===== src/rtl/field_extract_pipe.sv =====
// Per-channel field extractor with a 2-entry valid/ready buffer on each channel.
// Optional FIELD_HOLD_EN: non-hit entries repeat the last extracted field instead of DEFAULT_VAL.
module field_extract_pipe #(
    parameter int NUM_CH     = 3,
    parameter int MSG_BITS   = 256,
    parameter int FIELD_BITS = 32,
    parameter int CTRL_W     = 4,
    parameter int Q_TYPE     = 1,
    parameter int T_TYPE     = 2,
    parameter int Q_LSB      = 64,
    parameter int T_LSB      = 96,
    parameter logic [FIELD_BITS-1:0] DEFAULT_VAL = '0
) (
    input  logic                         clk,
    input  logic                         rst_n,
    input  logic                         flush,
    input  logic                         message_en,
    input  logic [NUM_CH-1:0]            in_valid,
    output logic [NUM_CH-1:0]            in_ready,
    input  logic [NUM_CH*MSG_BITS-1:0]   message_bus,
    input  logic [NUM_CH*CTRL_W-1:0]     ctrl_bus,
    output logic [NUM_CH-1:0]            out_valid,
    input  logic [NUM_CH-1:0]            out_ready,
    output logic [NUM_CH*FIELD_BITS-1:0] field_bus,
    output logic [NUM_CH-1:0]            out_hit
);

    if ((Q_LSB + FIELD_BITS > MSG_BITS) || (T_LSB + FIELD_BITS > MSG_BITS)) begin : g_bad_lsb
        $error("field_extract_pipe: field position exceeds MSG_BITS");
    end

    // Only two field windows of each message are consumed.
    logic unused_msg_bits;
    assign unused_msg_bits = ^message_bus;

    for (genvar c = 0; c < NUM_CH; c++) begin : g_ch
        logic [MSG_BITS-1:0]   msg;
        logic [CTRL_W-1:0]     ctrl;
        logic [FIELD_BITS-1:0] mem_field [2];
        logic [1:0]            mem_hit;
        logic                  wr_ptr, rd_ptr;
        logic [1:0]            count, count_next;
        logic                  ready_q;
        logic                  push, pop;
        logic                  hit;
        logic [FIELD_BITS-1:0] field, fill;

        assign msg  = message_bus[c*MSG_BITS +: MSG_BITS];
        assign ctrl = ctrl_bus[c*CTRL_W +: CTRL_W];
        assign push = in_valid[c] & ready_q;
        assign pop  = (count != 2'd0) & out_ready[c];

`ifdef FIELD_HOLD_EN
        logic [FIELD_BITS-1:0] hold_q;
        assign fill = hold_q;

        always_ff @(posedge clk) begin
            if (!rst_n || flush)
                hold_q <= DEFAULT_VAL;
            else if (push && hit)
                hold_q <= field;
        end
`else
        assign fill = DEFAULT_VAL;
`endif

        // NOTE: every always_comb output gets a default first so no path can infer a latch.
        always_comb begin
            hit   = 1'b0;
            field = fill;
            if (message_en && ctrl == CTRL_W'(Q_TYPE)) begin
                hit   = 1'b1;
                field = msg[Q_LSB +: FIELD_BITS];
            end else if (message_en && ctrl == CTRL_W'(T_TYPE)) begin
                hit   = 1'b1;
                field = msg[T_LSB +: FIELD_BITS];
            end
        end

        always_comb begin
            count_next = count;
            case ({push, pop})
                2'b10:   count_next = count + 2'd1;
                2'b01:   count_next = count - 2'd1;
                default: count_next = count;
            endcase
        end

        // NOTE: state uses non-blocking assignments so every flop samples pre-edge values.
        always_ff @(posedge clk) begin
            if (!rst_n || flush) begin
                wr_ptr  <= 1'b0;
                rd_ptr  <= 1'b0;
                count   <= 2'd0;
                ready_q <= 1'b1;
            end else begin
                if (push) wr_ptr <= ~wr_ptr;
                if (pop)  rd_ptr <= ~rd_ptr;
                count   <= count_next;
                ready_q <= (count_next != 2'd2);
            end
        end

        // NOTE: buffer storage has no reset; the count qualifies every read of it.
        always_ff @(posedge clk) begin
            if (push) begin
                mem_field[wr_ptr] <= field;
                mem_hit[wr_ptr]   <= hit;
            end
        end

        assign in_ready[c]  = ready_q;
        assign out_valid[c] = (count != 2'd0);
        assign field_bus[c*FIELD_BITS +: FIELD_BITS] = out_valid[c] ? mem_field[rd_ptr] : DEFAULT_VAL;
        assign out_hit[c]   = out_valid[c] & mem_hit[rd_ptr];
    end

endmodule

===== config.mk =====
export PLATFORM = sky130hd
export DESIGN_NAME = field_extract_pipe
export DESIGN_NICKNAME = d
export VERILOG_FILES = /design/src/rtl/field_extract_pipe.sv
export SDC_FILE = /design/constraint.sdc
export NUM_CORES = 1
export LEC_CHECK = 0
export CAP_MARGIN = 30
export CELL_PAD_IN_SITES_DETAIL_PLACEMENT = 0
export CELL_PAD_IN_SITES_GLOBAL_PLACEMENT = 1
export CORE_AREA = 5 5 341 343
export DETAILED_ROUTE_END_ITERATION = 10
export DIE_AREA = 0 0 346 348
export GPL_TIMING_DRIVEN = 0
export PLACE_DENSITY_LB_ADDON = 0.1
export SLEW_MARGIN = 25
export SYNTH_ARGS = -nofsm -noshare
export SYNTH_HDL_FRONTEND = slang
export SYNTH_SLANG_ARGS = --single-unit

===== constraint.sdc =====
create_clock -name clk -period 2.8 [get_ports clk]
set_clock_uncertainty 0.1 [all_clocks]
set_input_delay 0.56 -clock clk [delete_from_list [all_inputs] [get_ports clk]]
set_output_delay 0.56 -clock clk [all_outputs]
set_load 0.02 [all_outputs]

### Yosys cells after proc, flatten, opt, wreduce, memory -nomap -nowiden

Memories as Yosys holds them, arrays and structs flattened. A register that Yosys moved wholly into a read port is not among the register bits.
Index checks and enable logic that the tools add are counted.
W data, S select, Z words.

* register bits after elaboration: 21
* bits in writable memories: 192
* bits of input ports: 790
* output and inout bits: 105
* word-level logic and storage cells: 122
* memories kept: 3

* $add $sub $neg: 6
* $lt $le $gt $ge: 9
* equality and inequality tests: 15
* multiplexer cells: 45
* bitwise gates (word level): 15
* reduce and logical (&&, ||, !) cells: 14

Memory list
* g_ch[0].mem_field: words 2, width 32, read ports 1, clocked after Yosys merged registers in 1, wr ports 1, RTL line 39 `logic [FIELD_BITS-1:0] mem_field [2];`
* g_ch[1].mem_field: words 2, width 32, read ports 1, clocked after Yosys merged registers in 1, wr ports 1, RTL line 39
* g_ch[2].mem_field: words 2, width 32, read ports 1, clocked after Yosys merged registers in 1, wr ports 1, RTL line 39

Operators with widths (count)
* $mux W32: 9
* $mux W1: 27
* $eq A4 B1 Y1 const B: 3
* $eq A4 B2 Y1 const B: 3
* $lt A1 B2 Y1 const B: 6
* $pmux W2 S2: 3
* $and A1 B1 Y1: 9
* $logic_and A1 B1 Y1: 9
* $add A2 B1 Y2 const B: 3
* $bwmux W2: 3
* $eq A2 B1 Y1 const B: 3
* $eq A2 B2 Y1 const B: 3
* $ne A2 B2 Y1 const B: 3
* $not A1 Y1: 6
* $reduce_bool A2 Y1: 3
* $sub A2 B1 Y2 const B: 3
* $demux W1 S1: 3
* $ge A1 B1 Y1 const B: 3
* $logic_not A1 Y1: 1
* $logic_or A1 B1 Y1: 1

### Depth between registers and ports, before layout

* depth after elaboration: 5
* depth in mapped cells: 7

### Worst setup path before layout

Ideal clock, no wire load.

* path type: in2reg
* from: input in_valid[1]
* to: memory g_ch[1].mem_field[0][0], enable pin
* arrival: 2.053 ns
* setup slack: 0.224 ns
* stages on the path: 2
* buffers on the path: 0
* cells stage by stage: nand2_1 -> nor2_1

* cells in the longest elaborated chain, start to end: 3

Ends and longest elaborated chain
* from (decl): RTL line 18 `input logic [NUM_CH-1:0] in_valid,`
* $and A1 B1 Y1: RTL line 50 `assign push = in_valid[c] & ready_q;`
* $mux W1: RTL line 106 `if (push) begin`
* $mux W1 (implied by the code): RTL line 107 `mem_field[wr_ptr] <= field;`
* to (decl): RTL line 39

No other way between the ends.

### Worst setup path in the final report

* from: register g_ch[0].count[1]
* to: output field_bus[12]

* cells in the longest elaborated chain, start to end: 2

Ends and longest elaborated chain
* from (decl): RTL line 42 `logic [1:0] count, count_next;`
* from (signal assigned): RTL line 99 `count <= count_next;`
* $reduce_bool A2 Y1: RTL line 113 `assign out_valid[c] = (count != 2'd0);`
* $mux W32: RTL line 114 `assign field_bus[c*FIELD_BITS +: FIELD_BITS] = out_valid[c] ? mem_field[rd_ptr] : DEFAULT_VAL;`
* to (decl): RTL line 24 `output logic [NUM_CH*FIELD_BITS-1:0] field_bus,`

No other way between the ends.

==> out/results.txt <==
outcome: finished clean
Crit Path Max Fanout: 10
DP Worst Slack: -0.949 ns
Mapped Cells: 642
first-pass detailed-route iteration total: 4
first-pass GRT wire length: 63.6 mm
Worst Hold End: g_ch[2].count[1]$_SDFF_PP0_
via count: 6,799
total CTS buffers: 35
Worst Path Required: 2.14 ns
hold path start: g_ch[2].count[1]$_SDFF_PP0_
CTS Hold Bufs: 0
relative slew slack: 54.5%
static leakage: 5.90 nW
Die Ht: 348 um
worst reg2reg path endpoint: g_ch[0].ready_q$_SDFF_PP1_
Die W: 346 um
GR Util All Layers: 7.72%
Finished Layout Cells: 2,556
CTS tree: built
RR Startpoint: g_ch[0].count[1]$_SDFF_PP0_
Max Fclk: 373 MHz
Routed Antenna Nets: 0
Setup Crit Path Kind: flop to output port
actual slew at the worst max-slew pin: 0.682 ns
worst setup margin: 0.120 ns
synthesis-stage register bit count: 216
Clk Latency, worst-skew pair: 0.53 ns
IO Port Bufs: 318
MaxCap Viol Count: 0
H-tree depth: 2
Post-Route WL: 47.9 mm
# IOs: 895
routed length per instance: 18.7 um
Final period util: 95.7%
most used flip-flop cell after synthesis: edfxtp_1
grt ovf: 0
most frequent cell after synthesis: edfxtp_1
layout cell share with drive strength beyond 1: 20.8%
detailed-route DRC error count: 0
DRT iter0 DRCs: 201
DR vias/cell: 2.66
critical path capture point type: output port
VDD IR max: 268 uV
nets: 1,807
Bufs on Longest Clock Path: 3
Post-Syn Nets: 1,435
die footprint: 0.120 mm2
CP arrival: 2.02 ns
Hold Vio Cnt, Final: 0
P&R area growth vs syn: 70.3%
fin crit period: 2.68 ns
startpoint types: flop
vias in the first global route: 7,219
synth top area cells: edfxtp_1 62%, mux2i_1 10%, a22o_2 7.1%, nor2_1 4.6%, dfxtp_1 3.8%
CORE AREA: 0.113 mm2
R2R setup slack: 0.61 ns
RSZ-0062 raised after global routing: no
initial antenna violation count: 30
DP Wirelength: 37.7 mm
pwr dens: 555 mW/mm2
Min-Delay Path Class: flop to flop
Seq/Total Area, Yosys: 66.1%
Hold WS: 0.436 ns
placed cell count: 2,481
pin count of the biggest net entering global routing: 34
Mapped Area: 0.00953 mm2
leading area contributor after synthesis: edfxtp_1
Synth top area share: 62.4%
yosys warns: 0
Pins Over Slew Limit: 0
starting density of the core: 8.42%
Netlist cell types: 28
EDFF count, synth: 198
R2R cell count: 6
Syn Area/Cell: 14.9 um2
Clock Root Buffer: clkbuf_16
Placer Congestion: 0.633
hold-critical path depth: 2
CTS sink cnt: 216
Worst-path clk slew: 0.05 ns
Cell Rows: 124
Post-synth top cells: 198 x edfxtp_1, 117 x nor2_1, 99 x mux2i_1
asr flop ratio synth: 0%
Final Setup Violations: 0
[critical path: stages (launching register included)]
cell and delay [ns]:
dfxtp_1 0.46, nor2_4 0.11, clkbuf_8 0.19, nor2_1 0.12, clkdlybuf4s50_1 0.61
[worst max path at each step]
| stage | startpoint | to | slack [ns] |
|---|---|---|---|
| finish | g_ch[0].count[1]$_SDFF_PP0_ | field_bus[12] | 0.12 |
| floorplan | in_valid[1] | g_ch[1].mem_field[0][0]$_DFFE_PP_ | 0.22 |
| global placement | in_valid[1] | g_ch[1].mem_field[0][7]$_DFFE_PP_ | -2.39 |
| CTS | g_ch[0].count[0]$_SDFF_PP0_ | field_bus[30] | -0.01 |
| global route | flop | field_bus[91] | 0.002 |
| detailed placement | message_en | g_ch[1].mem_field[0][31]$_DFFE_PP_ | -0.95 |
[cell usage in the layout, fill, tap and decap left out, types with 4 or more instances in the layout]
cell type | Yosys | layout
buf_4 | 3 | 13
edfxtp_1 | 198 | 198
buf_16 | 0 | 6
dfxtp_1 | 18 | 10
clkinv_2 | 0 | 5
a22o_1 | 28 | 28
dlygate4sd2_1 | 0 | 66
inv_1 | 6 | 6
a22o_2 | 68 | 68
nand2_1 | 6 | 6
clkbuf_8 | 0 | 6
diode_2 | 0 | 7
mux2i_1 | 99 | 96
xor2_1 | 9 | 9
nor2_1 | 117 | 109
clkinv_1 | 0 | 4
o21ai_0 | 6 | 6
dfxtp_2 | 0 | 7
nor2_4 | 0 | 6
nor3b_4 | 6 | 6
clkbuf_16 | 0 | 37
buf_6 | 18 | 28
clkdlybuf4s50_1 | 0 | 234
buf_12 | 0 | 6
clkbuf_1 | 16 | 10
dlymetal6s2s_1 | 0 | 15
[cell type report]
cell class                      instances  area, um2
Fill cell                           12700      97000
Sequential cell                       216       6320
Timing Repair Buffer                  341       3500
Multi-Input combinational cell        374       2950
Tap cell                             1512       1890
Clock buffer                           47        973
Buffer                                 40        427
Clock inverter                         13        139
Inverter                                6       22.5
Antenna cell                            7       17.5
[flip-flops by register name, indices dropped and copies added, names as in the netlist, named ones only]
register and cells:
g_ch.rd_ptr 3, g_ch.wr_ptr 3, g_ch.mem_hit 6, g_ch.ready_q 3, g_ch.mem_field 192, g_ch.count 6
[metrics by stage]
| stage | setup TNS, ns | instance area, um2 | power, mW | utilization [%] |
|---|---|---|---|---|
| 4_1_cts | -0.0274 | 16200 | 9.36 | 14.3 |
| 2_1_floorplan | 0 | 9530 | 4.10 | - |
| 3_3_place_gp | -414.54 | 14600 | 4.78 | 12.9 |
| 5_1_grt | 0 | 16200 | 9.50 | 14.3 |
| 6_report | 0 | 16200 | 9.01 | 14.3 |
| 3_5_place_dp | -121.81 | 14900 | 4.82 | 13.1 |
[layer usage]
metal | track usage (%) | share of wire [%]
met2 | 13.6 | 50
met3 | 2.69 | 6.8
met1 | 8.99 | 41
met4 | 1.90 | 2.3
met5 | 0 | 0.10
[power breakdown]
part	internal, mW	leakage (nW)	switching [mW]
sequential	3.63	2.21	0.0392
combinational	0.553	3.14	0.503
clock	2.70	0.546	1.59
total	6.88	5.90	2.13
[cell families (layout without fill, tap and decap cells)]
kind of cell               count (synthesis)  count (layout)  synth area share, %
and+or+nand+nor                          155             155                 8.08
muxes                                     99              99                 10.4
buffers and inverters                     52             447                 3.70
adders and majority gates                  3               3                0.394
AOI/OAI and AO/OA                        105             105                 10.2
DFF                                      216             216                 66.1
xor gates and xnor gates                  12              12                 1.10
other                                      0               7                    0
[timing repair]
item	4_1_cts	5_1_grt
pin swaps	5	1
gates cloned	0	0
gates resized for setup	131	17
setup buffers	13	1
setup endpoints to repair	166	20
No activity file was read; power rests on OpenSTA's default activity.
